## src/rtl/hilo_pkg.sv

```systemverilog
// rtl/hilo_pkg.sv - shared op encodings and FSM states for the Hi/Lo mul/div unit
package hilo_pkg;

    localparam int OP_W = 4;

    typedef enum logic [OP_W-1:0] {
        OP_MTHI  = 4'd0,
        OP_MTLO  = 4'd1,
        OP_MULT  = 4'd2,
        OP_MULTU = 4'd3,
        OP_DIV   = 4'd4,
        OP_DIVU  = 4'd5,
        OP_MADD  = 4'd6,
        OP_MADDU = 4'd7,
        OP_MSUB  = 4'd8,
        OP_MSUBU = 4'd9
    } op_e;

    typedef enum logic [1:0] {
        IDLE = 2'd0,
        MUL  = 2'd1,
        DIV  = 2'd2,
        FIX  = 2'd3
    } state_e;

endpackage

```

## src/rtl/hilo_seq_divider.sv

```systemverilog
// rtl/hilo_seq_divider.sv - restoring radix-2 unsigned divider, result valid WIDTH cycles after start
module hilo_seq_divider #(
    parameter int WIDTH = 32
) (
    input  logic             clk_i,
    input  logic             rst_i,
    input  logic             start_i,
    input  logic [WIDTH-1:0] dividend_i,
    input  logic [WIDTH-1:0] divisor_i,
    output logic [WIDTH-1:0] quotient_o,
    output logic [WIDTH-1:0] remainder_o,
    output logic             valid_o
);

    localparam int CW = $clog2(WIDTH);

    logic [WIDTH-1:0] rem_q, rem_d, quo_q, quo_d, dvs_q, dvs_d;
    logic [CW-1:0]    cnt_q, cnt_d;
    logic             run_q, run_d, valid_q, valid_d;
    logic [WIDTH:0]   trial;

    always_comb begin
        rem_d   = rem_q;
        quo_d   = quo_q;
        dvs_d   = dvs_q;
        cnt_d   = cnt_q;
        run_d   = run_q;
        valid_d = valid_q;
        // Top bit set means the shifted remainder was smaller than the divisor.
        trial   = {rem_q, quo_q[WIDTH-1]} - {1'b0, dvs_q};
        if (start_i) begin
            rem_d   = '0;
            quo_d   = dividend_i;
            dvs_d   = divisor_i;
            cnt_d   = '0;
            run_d   = 1'b1;
            valid_d = 1'b0;
        end else if (run_q) begin
            if (!trial[WIDTH]) begin
                rem_d = trial[WIDTH-1:0];
                quo_d = {quo_q[WIDTH-2:0], 1'b1};
            end else begin
                rem_d = {rem_q[WIDTH-2:0], quo_q[WIDTH-1]};
                quo_d = {quo_q[WIDTH-2:0], 1'b0};
            end
            cnt_d = cnt_q + CW'(1);
            if (cnt_q == CW'(WIDTH - 1)) begin
                run_d   = 1'b0;
                valid_d = 1'b1;
            end
        end
    end

    always_ff @(posedge clk_i or posedge rst_i) begin
        if (rst_i) begin
            rem_q   <= '0;
            quo_q   <= '0;
            dvs_q   <= '0;
            cnt_q   <= '0;
            run_q   <= 1'b0;
            valid_q <= 1'b0;
        end else begin
            rem_q   <= rem_d;
            quo_q   <= quo_d;
            dvs_q   <= dvs_d;
            cnt_q   <= cnt_d;
            run_q   <= run_d;
            valid_q <= valid_d;
        end
    end

    assign quotient_o  = quo_q;
    assign remainder_o = rem_q;
    assign valid_o     = valid_q;

endmodule

```

## src/rtl/hilo_muldiv_unit.sv

```systemverilog
// rtl/hilo_muldiv_unit.sv - Hi/Lo registers with iterative signed/unsigned multiply/divide engine
// Define HILO_MADD_EN to add the MADD/MADDU/MSUB/MSUBU accumulate ops.
import hilo_pkg::*;

module hilo_muldiv_unit #(
    parameter int WIDTH = 32
) (
    input  logic             clk_i,
    input  logic             reset_i,
    input  logic             start_i,
    input  logic [OP_W-1:0]  op_i,
    input  logic [WIDTH-1:0] operand_a_i,
    input  logic [WIDTH-1:0] operand_b_i,
    output logic [WIDTH-1:0] hi_read_data_o,
    output logic [WIDTH-1:0] lo_read_data_o,
    output logic             busy_o,
    output logic             done_o,
    output logic             div_by_zero_o
);

    localparam int CW = $clog2(WIDTH);

    state_e             state_q, state_d;
    logic [OP_W-1:0]    op_q, op_d;
    logic [WIDTH-1:0]   hi_q, hi_d, lo_q, lo_d, mcand_q, mcand_d;
    logic [2*WIDTH-1:0] prod_q, prod_d;
    logic [CW-1:0]      cnt_q, cnt_d;
    logic               neg_q, neg_d, rem_neg_q, rem_neg_d;
    logic               done_q, done_d, dbz_q, dbz_d;

    logic               start_ok, is_signed, is_div, a_neg, b_neg, div_start, div_valid;
    logic [WIDTH-1:0]   a_mag, b_mag, quo_mag, rem_mag;
    logic [WIDTH:0]     add_sum;
    logic [2*WIDTH-1:0] prod_fix;

    function automatic logic op_legal(input logic [OP_W-1:0] op);
`ifdef HILO_MADD_EN
        return op <= OP_MSUBU;
`else
        return op <= OP_DIVU;
`endif
    endfunction

    assign start_ok  = start_i && (state_q == IDLE) && op_legal(op_i);
    assign is_div    = (op_i == OP_DIV) || (op_i == OP_DIVU);
    assign is_signed = (op_i == OP_MULT) || (op_i == OP_DIV) || (op_i == OP_MADD) || (op_i == OP_MSUB);
    assign a_neg     = is_signed && operand_a_i[WIDTH-1];
    assign b_neg     = is_signed && operand_b_i[WIDTH-1];
    assign a_mag     = a_neg ? -operand_a_i : operand_a_i;
    assign b_mag     = b_neg ? -operand_b_i : operand_b_i;
    assign div_start = start_ok && is_div && (operand_b_i != '0);

    hilo_seq_divider #(.WIDTH(WIDTH)) u_divider (
        .clk_i       (clk_i),
        .rst_i       (reset_i),
        .start_i     (div_start),
        .dividend_i  (a_mag),
        .divisor_i   (b_mag),
        .quotient_o  (quo_mag),
        .remainder_o (rem_mag),
        .valid_o     (div_valid)
    );

    always_comb begin
        state_d   = state_q;
        op_d      = op_q;
        hi_d      = hi_q;
        lo_d      = lo_q;
        mcand_d   = mcand_q;
        prod_d    = prod_q;
        cnt_d     = cnt_q;
        neg_d     = neg_q;
        rem_neg_d = rem_neg_q;
        done_d    = 1'b0;
        dbz_d     = 1'b0;
        // Shift-add step: conditionally add multiplicand to the upper half, then shift right.
        add_sum   = {1'b0, prod_q[2*WIDTH-1:WIDTH]} + (prod_q[0] ? {1'b0, mcand_q} : '0);
        prod_fix  = neg_q ? -prod_q : prod_q;
        case (state_q)
            IDLE: begin
                if (start_ok) begin
                    op_d      = op_i;
                    neg_d     = a_neg ^ b_neg;
                    rem_neg_d = a_neg;
                    cnt_d     = '0;
                    mcand_d   = a_mag;
                    prod_d    = {{WIDTH{1'b0}}, b_mag};
                    if (op_i == OP_MTHI) begin
                        hi_d   = operand_a_i;
                        done_d = 1'b1;
                    end else if (op_i == OP_MTLO) begin
                        lo_d   = operand_a_i;
                        done_d = 1'b1;
                    end else if (is_div) begin
                        if (operand_b_i == '0) begin
                            done_d = 1'b1;
                            dbz_d  = 1'b1;
                        end else begin
                            state_d = DIV;
                        end
                    end else begin
                        state_d = MUL;
                    end
                end
            end
            MUL: begin
                prod_d = {add_sum, prod_q[WIDTH-1:1]};
                cnt_d  = cnt_q + CW'(1);
                if (cnt_q == CW'(WIDTH - 1)) state_d = FIX;
            end
            DIV: begin
                cnt_d = cnt_q + CW'(1);
                if (cnt_q == CW'(WIDTH - 1)) state_d = FIX;
            end
            FIX: begin
                state_d = IDLE;
                done_d  = 1'b1;
                if ((op_q == OP_DIV) || (op_q == OP_DIVU)) begin
                    if (div_valid) begin
                        lo_d = neg_q ? -quo_mag : quo_mag;
                        hi_d = rem_neg_q ? -rem_mag : rem_mag;
                    end
`ifdef HILO_MADD_EN
                end else if ((op_q == OP_MADD) || (op_q == OP_MADDU)) begin
                    {hi_d, lo_d} = {hi_q, lo_q} + prod_fix;
                end else if ((op_q == OP_MSUB) || (op_q == OP_MSUBU)) begin
                    {hi_d, lo_d} = {hi_q, lo_q} - prod_fix;
`endif
                end else begin
                    {hi_d, lo_d} = prod_fix;
                end
            end
            default: state_d = IDLE;
        endcase
    end

    always_ff @(posedge clk_i or posedge reset_i) begin
        if (reset_i) begin
            state_q   <= IDLE;
            op_q      <= '0;
            hi_q      <= '0;
            lo_q      <= '0;
            mcand_q   <= '0;
            prod_q    <= '0;
            cnt_q     <= '0;
            neg_q     <= 1'b0;
            rem_neg_q <= 1'b0;
            done_q    <= 1'b0;
            dbz_q     <= 1'b0;
        end else begin
            state_q   <= state_d;
            op_q      <= op_d;
            hi_q      <= hi_d;
            lo_q      <= lo_d;
            mcand_q   <= mcand_d;
            prod_q    <= prod_d;
            cnt_q     <= cnt_d;
            neg_q     <= neg_d;
            rem_neg_q <= rem_neg_d;
            done_q    <= done_d;
            dbz_q     <= dbz_d;
        end
    end

    assign hi_read_data_o = hi_q;
    assign lo_read_data_o = lo_q;
    assign busy_o         = (state_q != IDLE);
    assign done_o         = done_q;
    assign div_by_zero_o  = dbz_q;

endmodule

```

## config.mk

```make
export PLATFORM = sky130hd
export DESIGN_NAME = hilo_muldiv_unit
export DESIGN_NICKNAME = d
export VERILOG_FILES = /design/src/rtl/hilo_pkg.sv /design/src/rtl/hilo_seq_divider.sv /design/src/rtl/hilo_muldiv_unit.sv
export SDC_FILE = /design/constraint.sdc
export NUM_CORES = 1
export LEC_CHECK = 0
export ABC_CLOCK_PERIOD_IN_PS = 12000
export CAP_MARGIN = 0
export CORE_MARGIN = 1
export CORE_UTILIZATION = 45
export CTS_BUF_LIST = sky130_fd_sc_hd__clkbuf_8
export DETAILED_ROUTE_END_ITERATION = 8
export GPL_ROUTABILITY_DRIVEN = 0
export HOLD_SLACK_MARGIN = 0.12
export SYNTH_ARGS = -nofsm -noshare
export SYNTH_HDL_FRONTEND = slang
export SYNTH_SLANG_ARGS = --single-unit
```

## constraint.sdc

```tcl
create_clock -name clk_i -period 12 [get_ports clk_i]
set_input_delay 1.2 -clock clk_i [delete_from_list [all_inputs] [get_ports clk_i]]
set_output_delay 1.2 -clock clk_i [all_outputs]
set_load 0.05 [all_outputs]
```

==> results of run 1 <==
==> synth_stat cells (all sizes together), types with 7 or more instances <==
master	n	area share [%]
nand2	358	6.7
o21ai	302	7.6
dfrtp	277	35
a21oi	186	4.7
nor2	131	2.5
clkbuf	122	2.3
xnor2	113	4.9
xor2	108	4.7
inv	85	1.6
ha	76	4.8
a21o	62	2.3
o31ai	54	2.1
nor2b	53	1.7
a211oi	42	1.6
and2	39	1.2
nor3	38	0.95
mux2i	31	1.6
a31oi	30	0.94
nand3	30	0.81
o41ai	29	1.4
or3	28	0.88
or4	25	0.98
o211ai	23	0.86
and3	22	0.69
nor4	17	0.61
o21bai	17	0.64
nand2b	16	0.50
buf	14	0.31
o22ai	14	0.44
or2	12	0.38
o211a	10	0.50
nand4	8	0.25
nand3b	7	0.26
==> per-stage QoR <==
step	utilization (%)	cells	hold WS (ps)	area (um^2)	power [mW]
floorplan	-	2459	438	20000	4.64
global placement	50.2	3064	457	21800	5.92
detailed placement	50.2	3064	461	21800	5.99
CTS	52.8	3158	480	22900	7.03
global route	52.8	3158	498	22900	7.56
finish	52.8	3158	473	22900	7.10
==> cell usage in the layout, fill, tap and decap left out, types with 62 or more instances in the layout <==
| cell | synthesis | final |
|---|---|---|
| a21o_1 | 62 | 62 |
| a21oi_1 | 186 | 185 |
| clkbuf_8 | 0 | 63 |
| clkdlybuf4s50_1 | 0 | 137 |
| dfrtp_1 | 277 | 275 |
| ha_1 | 76 | 75 |
| inv_1 | 84 | 98 |
| nand2_1 | 358 | 358 |
| nor2_1 | 131 | 131 |
| o21ai_0 | 247 | 247 |
| xnor2_1 | 113 | 113 |
| xor2_1 | 108 | 108 |
==> cell type report <==
cell class / instances / area share (%)
multi-input cells: 1961 / 53.6
clock buffers: 63 / 3.78
clock inverters: 31 / 1.09
repair buffers: 156 / 6.66
well taps: 585 / 3.19
inverters: 85 / 1.42
flip-flops and latches: 277 / 30.3
==> cells by family (layout without fill, tap and decap cells) <==
logic type,Yosys count,after routing,synth area share [%]
compound gates,820,820,25.3
simple gates,808,808,19.5
flops,277,277,34.7
xor+xnor,221,221,9.68
buf+inv,221,335,4.20
fa+ha+maj,78,78,4.95
mux,34,34,1.78
==> routing by layer <==
| metal | vias to the layer above | share of wire (%) | track usage (%) |
|---|---|---|---|
| met1 | 9175 | 45 | 45.0 |
| met4 | 0 | 3.7 | 11.8 |
| li1 | 8943 | - | - |
| met2 | 862 | 42 | 46.4 |
| met5 | - | 0 | 0 |
| met3 | 156 | 9.7 | 7.18 |
==> registers in the layout, indices dropped and copies added (netlist names), 2 cells and up <==
register and count:
cnt_q 5, hi_read_data_o 32, lo_read_data_o 32, mcand_q 32, op_q 3, prod_q 64, state_q 2, u_divider.cnt_q 5
u_divider.dvs_q 32, u_divider.quotient_o 32, u_divider.remainder_o 32
==> worst max-delay path: stages <==
cell	delay, ps
clkdlybuf4s50_1	520
inv_1	110
ha_1	220
nand4b_1	270
nor4b_2	550
nand2_1	210
or3_1	490
nand2b_2	100
buf_4	660
o21ai_0	210
a31oi_1	180
==> report_power, final <==
group          switching (mW)  internal [mW]  total [mW]
Clock                   0.446          0.562        1.01
Sequential              0.567           1.34        1.90
Combinational            2.67           1.52        4.18
==> final timing paths <==
path,from,end,slack [ps],cells past startpoint
hold reg to reg,lo_read_data_o[12],lo_read_data_o[12],470,2
hold / removal,lo_read_data_o[12],lo_read_data_o[12],470,2
max in group asynchronous,reset_i,prod_q[57],9450,3
min in group asynchronous,reset_i,u_divider.remainder_o[8],1080,2
setup / recovery,operand_b_i[0],u_divider.remainder_o[24],7770,11
setup reg to reg,prod_q[0],prod_q[62],7820,12
==> summary.md, run 1 <==
| Metric | Value |
|---|---|
| Max-cap viol count | 0 |
| Pre-Repair DR Iteration Count | 6 |
| Async set-or-reset flop fraction in the synthesized netlist | 100% |
| Via density | 6.06 |
| Max Freq | 236 MHz |
| Initial antenna violation count | 1 |
| Worst VDD drop | 0.222 mV |
| Die Ht | 213 um |
| Status | finished, final reports clean |
| Total grt overflow | 0 |
| Unrepaired setup endpoints after global routing | false |
| Worst-path fanout max | 97 |
| Cts bufs inserted | 52 |
| Yosys reg bits | 277 |
| Min-delay worst type | reg2reg |
| H-tree levels | 2 |
| Pleak | 9.82 nW |
| Final WS setup | 7770 ps |
| Fin crit share | 35.3% |
| Avg Inst Size Synth | 8.13 um^2 |
| Postcts setup bufs | 0 |
| Area Overhead vs Synth | 14.6% |
| CTS root buffer | clkbuf_8 |
| Max Slew Vio Count | 0 |
| ANT nets after route | 0 |
| Routed wire per std cell | 22.5 um |
| Clock Tree Buf Depth | 3 |
| Die width | 213 um |
| Largest net degree at the start of global routing | 158 |
| Startpoint Class | input pin |
| Pre-CTS setup slack | 7180 ps |
| Clock latency on the worst-skew pair | 660 ps |
| Nets | 2682 |
| Synth cell types | 81 |
| Crit Path Category | in2reg |
| Number of enable flip-flop cells after synthesis | 0 |
| Share of layout cells above drive strength 1 | 5.32% |
| Total Routing Usage GR | 31.6% |
| Setup violators final | 0 |
| Arrival time at the worst endpoint | 4790 ps |
| Min Tclk post-route | 4230 ps |
| Skew final | 33.1 ps |
| Post-DP HPWL | 53000 um |
| Total length of routed wires | 71200 um |
| Dominant synthesized flop cell | dfrtp_1 |
| Mapped Cells | 2459 |
| Initial Util | 46.0% |
| Worst-margin pin slew | 1060 ps |
| Core area | 43500 um^2 |
| Filler instances | 4211 |
| Antenna cells | 0 |
| Vias in the first global route | 17.8k |
| DR vias | 19.1k |
| Port bufs | 137 |
| Area of the multi-input gates | 12300 um^2 |
| Clk slew on worst S/H paths | 60 ps |
| Post-Route Setup TNS | 0 ps |
| Fin. Hold Viols | 0 |
| Pwr/cell area | 310 nW/um^2 |
| DRT iter0 DRCs | 2038 |
| DRC Markers | 0 |
| # rows | 76 |
| Register Area | 6940 um^2 |
| Syn Std Cell Area | 20000 um^2 |
| Clk sink count | 277 |
| Seq/Total Area, Yosys | 34.7% |
| Slew HR | 29.2% |
| CTS resizes | 0 |
| Element type at the critical path end | flop |
| I/O pin cnt | 138 |
| Syn nets | 2608 |
| Required time of the worst setup path | 12560 ps |
| CTS tree | done |
| CTS hold repair buffers | 0 |
| Synthesis Warnings | 0 |
| First-pass GRT wire length | 108000 um |
| Die area | 45300 um^2 |
Power figures use the tool's default switching activity.
==> run 2, diff against run 1 <==
--- a/config.mk
+++ b/config.mk
@@ -5,7 +5,7 @@
 export SDC_FILE = /design/constraint.sdc
 export NUM_CORES = 1
 export LEC_CHECK = 0
-export ABC_CLOCK_PERIOD_IN_PS = 12000
+export ABC_CLOCK_PERIOD_IN_PS = 4100
 export CAP_MARGIN = 0
 export CORE_MARGIN = 1
 export CORE_UTILIZATION = 45
==> constraint.sdc (replaced) <==
create_clock -name clk_i -period 4.1 [get_ports clk_i]
set_input_delay 0.41 -clock clk_i [delete_from_list [all_inputs] [get_ports clk_i]]
set_output_delay 0.41 -clock clk_i [all_outputs]
set_load 0.05 [all_outputs]
==> run 2 against run 1 <==
Design area grew 1.2%. Clock skew shrank 10 ps. Count of clock-buffer cells in the layout shrank 1. Setup slack lost 7400 ps. Critical endpoint is now prod_q[62].
==> summary.md, run 2 (synthesis gave the netlist of run 1 again) <==
| Metric | Value |
|---|---|
| Status | finished, final reports clean (unchanged) |
| DRT iter0 DRCs | 2057 (was 2038) |
| Total grt overflow | 0 (unchanged) |
| R2R Path End | prod_q[62] (unchanged) |
| Initial Util | 46.0% (unchanged) |
| Element type at the critical path end | flop (unchanged) |
| Power Internal | 10.3 mW (was 3.42 mW) |
| Switching power total | 10.9 mW (was 3.68 mW) |
| Min Tclk post-route | 3770 ps |
| Skew final | 23.1 ps (was 33.1 ps) |
| Max Slew Vio Count | 0 (unchanged) |
| Post-Route Setup TNS | 0 ps (unchanged) |
| Crit Path Category | reg2reg (was in2reg) |
| Total length of routed wires | 71100 um (was 71200 um) |
| Max-cap viol count | 0 (unchanged) |
| Fin. Hold Viols | 0 (unchanged) |
| Core area | 43500 um^2 (unchanged) |
| CTS root buffer | clkbuf_8 (unchanged) |
| Share of layout cells above drive strength 1 | 6.03% (was 5.32%) |
| Pleak | 9.93 nW (was 9.82 nW) |
| Arrival time at the worst endpoint | 4290 ps (was 4790 ps) |
| Reg2reg start | prod_q[0] (unchanged) |
| Pre-Repair DR Iteration Count | 6 (unchanged) |
| Die Ht | 213 um (unchanged) |
| CTS tree | done (unchanged) |
| Worst R2R Path Depth | 11 (was 12) |
| Top reg by flops | prod_q (unchanged) |
| CTS resizes | 0 (unchanged) |
| Required time of the worst setup path | 4620 ps (was 12560 ps) |
| Worst-path fanout max | 16 (was 97) |
| Commonest non-fill, non-tap cell in the layout | nand2_1 (unchanged) |
| Nets | 2701 (was 2682) |
| Filler instances | 4216 (was 4211) |
| Postcts setup bufs | 0 (unchanged) |
| Via density | 6.06 (about the same) |
| H-tree levels | 2 (unchanged) |
| Clock power frac | 14.6% (was 14.2%) |
| Routed wire per std cell | 22.4 um (was 22.5 um) |
| Clock latency on the worst-skew pair | 640 ps (was 660 ps) |
| Die area | 45300 um^2 (unchanged) |
| Fin crit share | 92.0% |
| Slew HR | 20.5% (was 29.2%) |
| Total Routing Usage GR | 31.5% (was 31.6%) |
| Final core utilization | 53.4% (was 52.8%) |
| DRC Markers | 0 (unchanged) |
| Sw frac | 51.4% (was 51.9%) |
| Area Overhead vs Synth | 16.0% (was 14.6%) |
| DR vias | 19.2k (was 19.1k) |
| Leading cell types in the layout, fill and taps excluded | nand2_1, dfrtp_1, o21ai_0, a21oi_1, clkdlybuf4s50_1 (unchanged) |
| Min-delay worst type | in2async (was reg2reg) |
| Clk slew on worst S/H paths | 60 ps (about the same) |
| Unrepaired setup endpoints after global routing | false (unchanged) |
| Cts bufs inserted | 51 (was 52) |
| First-pass GRT wire length | 108000 um (about the same) |
| Clock Tree Buf Depth | 3 (unchanged) |
| Pwr/cell area | 910 nW/um^2 (was 310 nW/um^2) |
| I/O pin cnt | 138 (unchanged) |
| Largest net degree at the start of global routing | 80 (was 158) |
| Antenna cells | 0 (unchanged) |
| FF-to-FF setup slack | 330 ps (was 7820 ps) |
| # rows | 76 (unchanged) |
| Vias in the first global route | 17.7k (was 17.8k) |
| Max Freq | 265 MHz |
| Initial antenna violation count | 3 (was 1) |
| ANT nets after route | 0 (unchanged) |
| Post-DP HPWL | 54800 um (was 53000 um) |
| Startpoint Class | flop (was input pin) |
| Worst-margin pin slew | 1190 ps (was 1060 ps) |
| Die width | 213 um (unchanged) |
| Setup violators final | 0 (unchanged) |
| Clk sink count | 277 (unchanged) |
| Combinational power share | 58.7% (was 59.0%) |
| Port bufs | 137 (unchanged) |
| Flip-flop count of the largest register after layout | 64 (unchanged) |
| Worst VDD drop | 0.621 mV (was 0.222 mV) |
| Reg power frac | 26.6% (was 26.8%) |
| CTS hold repair buffers | 0 (unchanged) |
==> run 2: metal layers <==
layer	vias to the layer above	track usage [%]	share of wire (%)
li1	8991	-	-
met1	9207	46.0	46
met2	890	46.3	42
met3	147	5.85	8.9
met4	6	10.9	3.5
met5	-	0	0.053
==> run 2: final cells by class <==
| class | instances | area [um^2] | share of cell area [%] |
|---|---|---|---|
| clock buffer | 62 | 853 | 3.68 |
| multi-input combinational | 1961 | 12300 | 52.9 |
| inverter | 85 | 323 | 1.39 |
| clock inverter | 27 | 310 | 1.34 |
| timing repair buffer | 176 | 1760 | 7.60 |
| tap | 585 | 732 | 3.15 |
| sequential | 277 | 6940 | 29.9 |
==> run 2: per-stage QoR <==
stage	instances	setup slack (ps)	instance area, um^2	hold WS, ps	power, mW
6_report	3173	328	23200	381	21.1
5_1_grt	3173	56.3	23200	440	22.5
4_1_cts	3173	404	23200	366	20.9
3_5_place_dp	3084	438	22000	460	17.7
3_3_place_gp	3084	543	22000	461	17.5
2_1_floorplan	2459	24.6	20000	438	13.6
==> run 2: power by group through the flow <==
| stage | sequential [mW] | clock, mW | combinational [mW] |
|---|---|---|---|
| after global routing | 5.75 | 3.25 | 13.5 |
| after global placement | 5.57 | 0 | 12.0 |
| final | 5.63 | 3.09 | 12.4 |
| after floorplan | 5.90 | 0 | 7.69 |
| after CTS | 5.56 | 3.14 | 12.2 |
| after detailed placement | 5.60 | 0 | 12.1 |
==> run 2: worst max-delay path by stage <==
stage / slack, ps / to / startpoint
6_report: 330 / prod_q[62] / prod_q[0]
5_1_grt: 60 / prod_q[62] / prod_q[0]
4_1_cts: 400 / prod_q[62] / prod_q[0]
3_5_place_dp: 440 / prod_q[62] / prod_q[0]
3_3_place_gp: 540 / prod_q[62] / prod_q[0]
2_1_floorplan: 20 / cnt_q[0] / reset_i
==> run 2: critical path: stages, from the launching register on <==
cell and delay, ps:
dfrtp_1 570, and2_1 240, ha_1 330, a21oi_1 170, o21bai_1 80, a2111oi_0 590, nor4b_1 210, o2111a_1 330
o31ai_1 400, o21ai_1 140, or3_1 360, a32o_1 250
==> run 3, diff against run 2 <==
--- a/config.mk
+++ b/config.mk
@@ -13,6 +13,7 @@
 export DETAILED_ROUTE_END_ITERATION = 8
 export GPL_ROUTABILITY_DRIVEN = 0
 export HOLD_SLACK_MARGIN = 0.12
+export PLACE_DENSITY = 0.67
 export SYNTH_ARGS = -nofsm -noshare
 export SYNTH_HDL_FRONTEND = slang
 export SYNTH_SLANG_ARGS = --single-unit
==> run 3 against run 2 <==
Design area shrank 0.43%. Fmax grew 4.6%. Wire length fell by 1.1%. Core utilization is 0.23 points lower. Die area unchanged. Final cell count up 0.22%. Via count is 2.4% higher. Critical path depth is 1 higher. Critical path type unchanged.
==> summary.md, run 3 (synthesis gave the netlist of run 1 again) <==
| Metric | Value |
|---|---|
| Crit Path Category | reg2reg (unchanged) |
| Max Freq | 277 MHz (was 265 MHz) |
| Startpoint Class | flop (unchanged) |
| CTS tree | done (unchanged) |
| Port bufs | 137 (unchanged) |
| Unrepaired setup endpoints after global routing | false (unchanged) |
| Slew HR | 20.7% (was 20.5%) |
| Delay-heaviest family, CP | compound AO/OA/AOI/OAI gates (unchanged) |
| Worst VDD drop | 0.569 mV (was 0.621 mV) |
| Die Ht | 213 um (unchanged) |
| Initial antenna violation count | 7 (was 3) |
| Power Internal | 10.0 mW (was 10.3 mW) |
| DRC Markers | 0 (unchanged) |
| Clock Tree Buf Depth | 3 (unchanged) |
| Final core utilization | 53.2% (was 53.4%) |
| CTS resizes | 0 (unchanged) |
| Switching power total | 10.8 mW (was 10.9 mW) |
| Total length of routed wires | 70300 um (was 71100 um) |
| Worst-margin pin slew | 1190 ps (about the same) |
| WHS | 305 ps (was 381 ps) |
| Leading cell types in the layout, fill and taps excluded | nand2_1, dfrtp_1, o21ai_0, a21oi_1, clkdlybuf4s50_1 (unchanged) |
| Via density | 6.20 (was 6.06) |
| Post-Route Setup TNS | 0 ps (unchanged) |
| Crit path from | prod_q[0] (unchanged) |
| Reg power frac | 26.6% (about the same) |
| Nets | 2706 (was 2701) |
| Pleak | 9.92 nW (was 9.93 nW) |
| Min Tclk post-route | 3600 ps (was 3770 ps) |
| CTS root buffer | clkbuf_8 (unchanged) |
| Postcts setup bufs | 0 (unchanged) |
| Share of layout cells above drive strength 1 | 6.29% (was 6.03%) |
| Cts bufs inserted | 49 (was 51) |
| Commonest non-fill, non-tap cell in the layout | nand2_1 (unchanged) |
| Clock latency on the worst-skew pair | 630 ps (was 640 ps) |
| FF-to-FF setup slack | 500 ps (was 330 ps) |
| Final instance area | 23100 um^2 (was 23200 um^2) |
| First-pass GRT wire length | 107000 um (was 108000 um) |
| Die area | 45300 um^2 (unchanged) |
| Placed Instance Area | 22000 um^2 (about the same) |
| CTS hold repair buffers | 0 (unchanged) |
| Top reg by flops | prod_q (unchanged) |
| Max Slew Vio Count | 0 (unchanged) |
| Area Overhead vs Synth | 15.5% (was 16.0%) |
| Fin crit share | 87.9% (was 92.0%) |
| Post-route insts no fill | 3180 (was 3173) |
| Largest net degree at the start of global routing | 98 (was 80) |
| Pre-CTS setup slack | 288 ps (was 438 ps) |
| Core area | 43500 um^2 (unchanged) |
| Total Routing Usage GR | 31.0% (was 31.5%) |
| Post-DP HPWL | 53800 um (was 54800 um) |
| Clk sink count | 277 (unchanged) |
| Reg2reg start | prod_q[0] (unchanged) |
| # rows | 76 (unchanged) |
| Status | finished, final reports clean (unchanged) |
| Final Power | 20.9 mW (was 21.1 mW) |
| I/O pin cnt | 138 (unchanged) |
| DRT iter0 DRCs | 2495 (was 2057) |
| ANT nets after route | 0 (unchanged) |
| Crit path cell chain | buf_4, and2_1, ha_1, inv_1, o21bai_1, a2111oi_0, nor4b_1, o2111a_1, o31ai_1, o21ai_1, or3_1, a32o_1 (was and2_1, ha_1, a21oi_1, o21bai_1, a2111oi_0, nor4b_1, o2111a_1, o31ai_1, o21ai_1, or3_1, a32o_1) |
| Routed wire per std cell | 22.1 um (was 22.4 um) |
| Die width | 213 um (unchanged) |
| Setup violators final | 0 (unchanged) |
| Total grt overflow | 0 (unchanged) |
| Worst-path fanout max | 16 (unchanged) |
| Worst path slowest cell | a2111oi_0 (unchanged) |
| Pwr/cell area | 904 nW/um^2 (was 910 nW/um^2) |
| Required time of the worst setup path | 4630 ps (was 4620 ps) |
| Crit-path max cell delay | 540 ps (was 590 ps) |
| Arrival time at the worst endpoint | 4130 ps (was 4290 ps) |
| Element type at the critical path end | flop (unchanged) |
| Min-delay worst type | in2async (unchanged) |
| DR vias | 19.7k (was 19.2k) |
| Vias in the first global route | 18.1k (was 17.7k) |
| Clk slew on worst S/H paths | 70 ps (was 60 ps) |
| Fin. Hold Viols | 0 (unchanged) |
| Skew final | 27.9 ps (was 23.1 ps) |
| Clock power frac | 13.6% (was 14.6%) |
| H-tree levels | 2 (unchanged) |
| Sw frac | 51.9% (was 51.4%) |
| Combinational power share | 59.8% (was 58.7%) |
| DP Cell Count | 3091 (was 3084) |
| Max-cap viol count | 0 (unchanged) |
| Flip-flop count of the largest register after layout | 64 (unchanged) |
| Initial Util | 46.0% (unchanged) |
| Pre-Repair DR Iteration Count | 6 (unchanged) |
| Final WS setup | 495 ps (was 328 ps) |
| Worst path bufs/invs | 2 (was 0) |
[run 3: per-layer routing]
layer,wire length [um],global-route usage [%],vias up
li1,-,-,8973
met1,29700,42.2,9507
met2,30600,47.4,1028
met3,7270,7.85,187
met4,2750,11.4,12
met5,82,0,-
[run 3: final timing paths]
| check | end | cells past startpoint |
|---|---|---|
| setup / recovery | prod_q[62] | 12 |
| hold / removal | u_divider.remainder_o[17] | 2 |
| setup reg to reg | prod_q[62] | 12 |
| hold reg to reg | mcand_q[31] | 2 |
| max in group asynchronous | hi_read_data_o[15] | 3 |
| min in group clk_i | op_q[1] | 3 |
[run 3: cell type report]
type                       count  area [um^2]
antenna                        2         5.00
clock buffer                  60          826
clock inverter                27          231
fill                        4059        20300
inverter                      85          323
multi-input combinational   1961        12300
sequential                   277         6940
tap                          585          732
timing repair buffer         183         1770
[run 3: power groups by stage]
stage / Combinational [mW] / Clock [mW] / Sequential, mW
finish: 12.5 / 2.84 / 5.55
floorplan: 7.69 / 0 / 5.90
global placement: 11.9 / 0 / 5.48
CTS: 12.2 / 2.87 / 5.48
global route: 13.5 / 2.99 / 5.66
detailed placement: 12.2 / 0 / 5.51
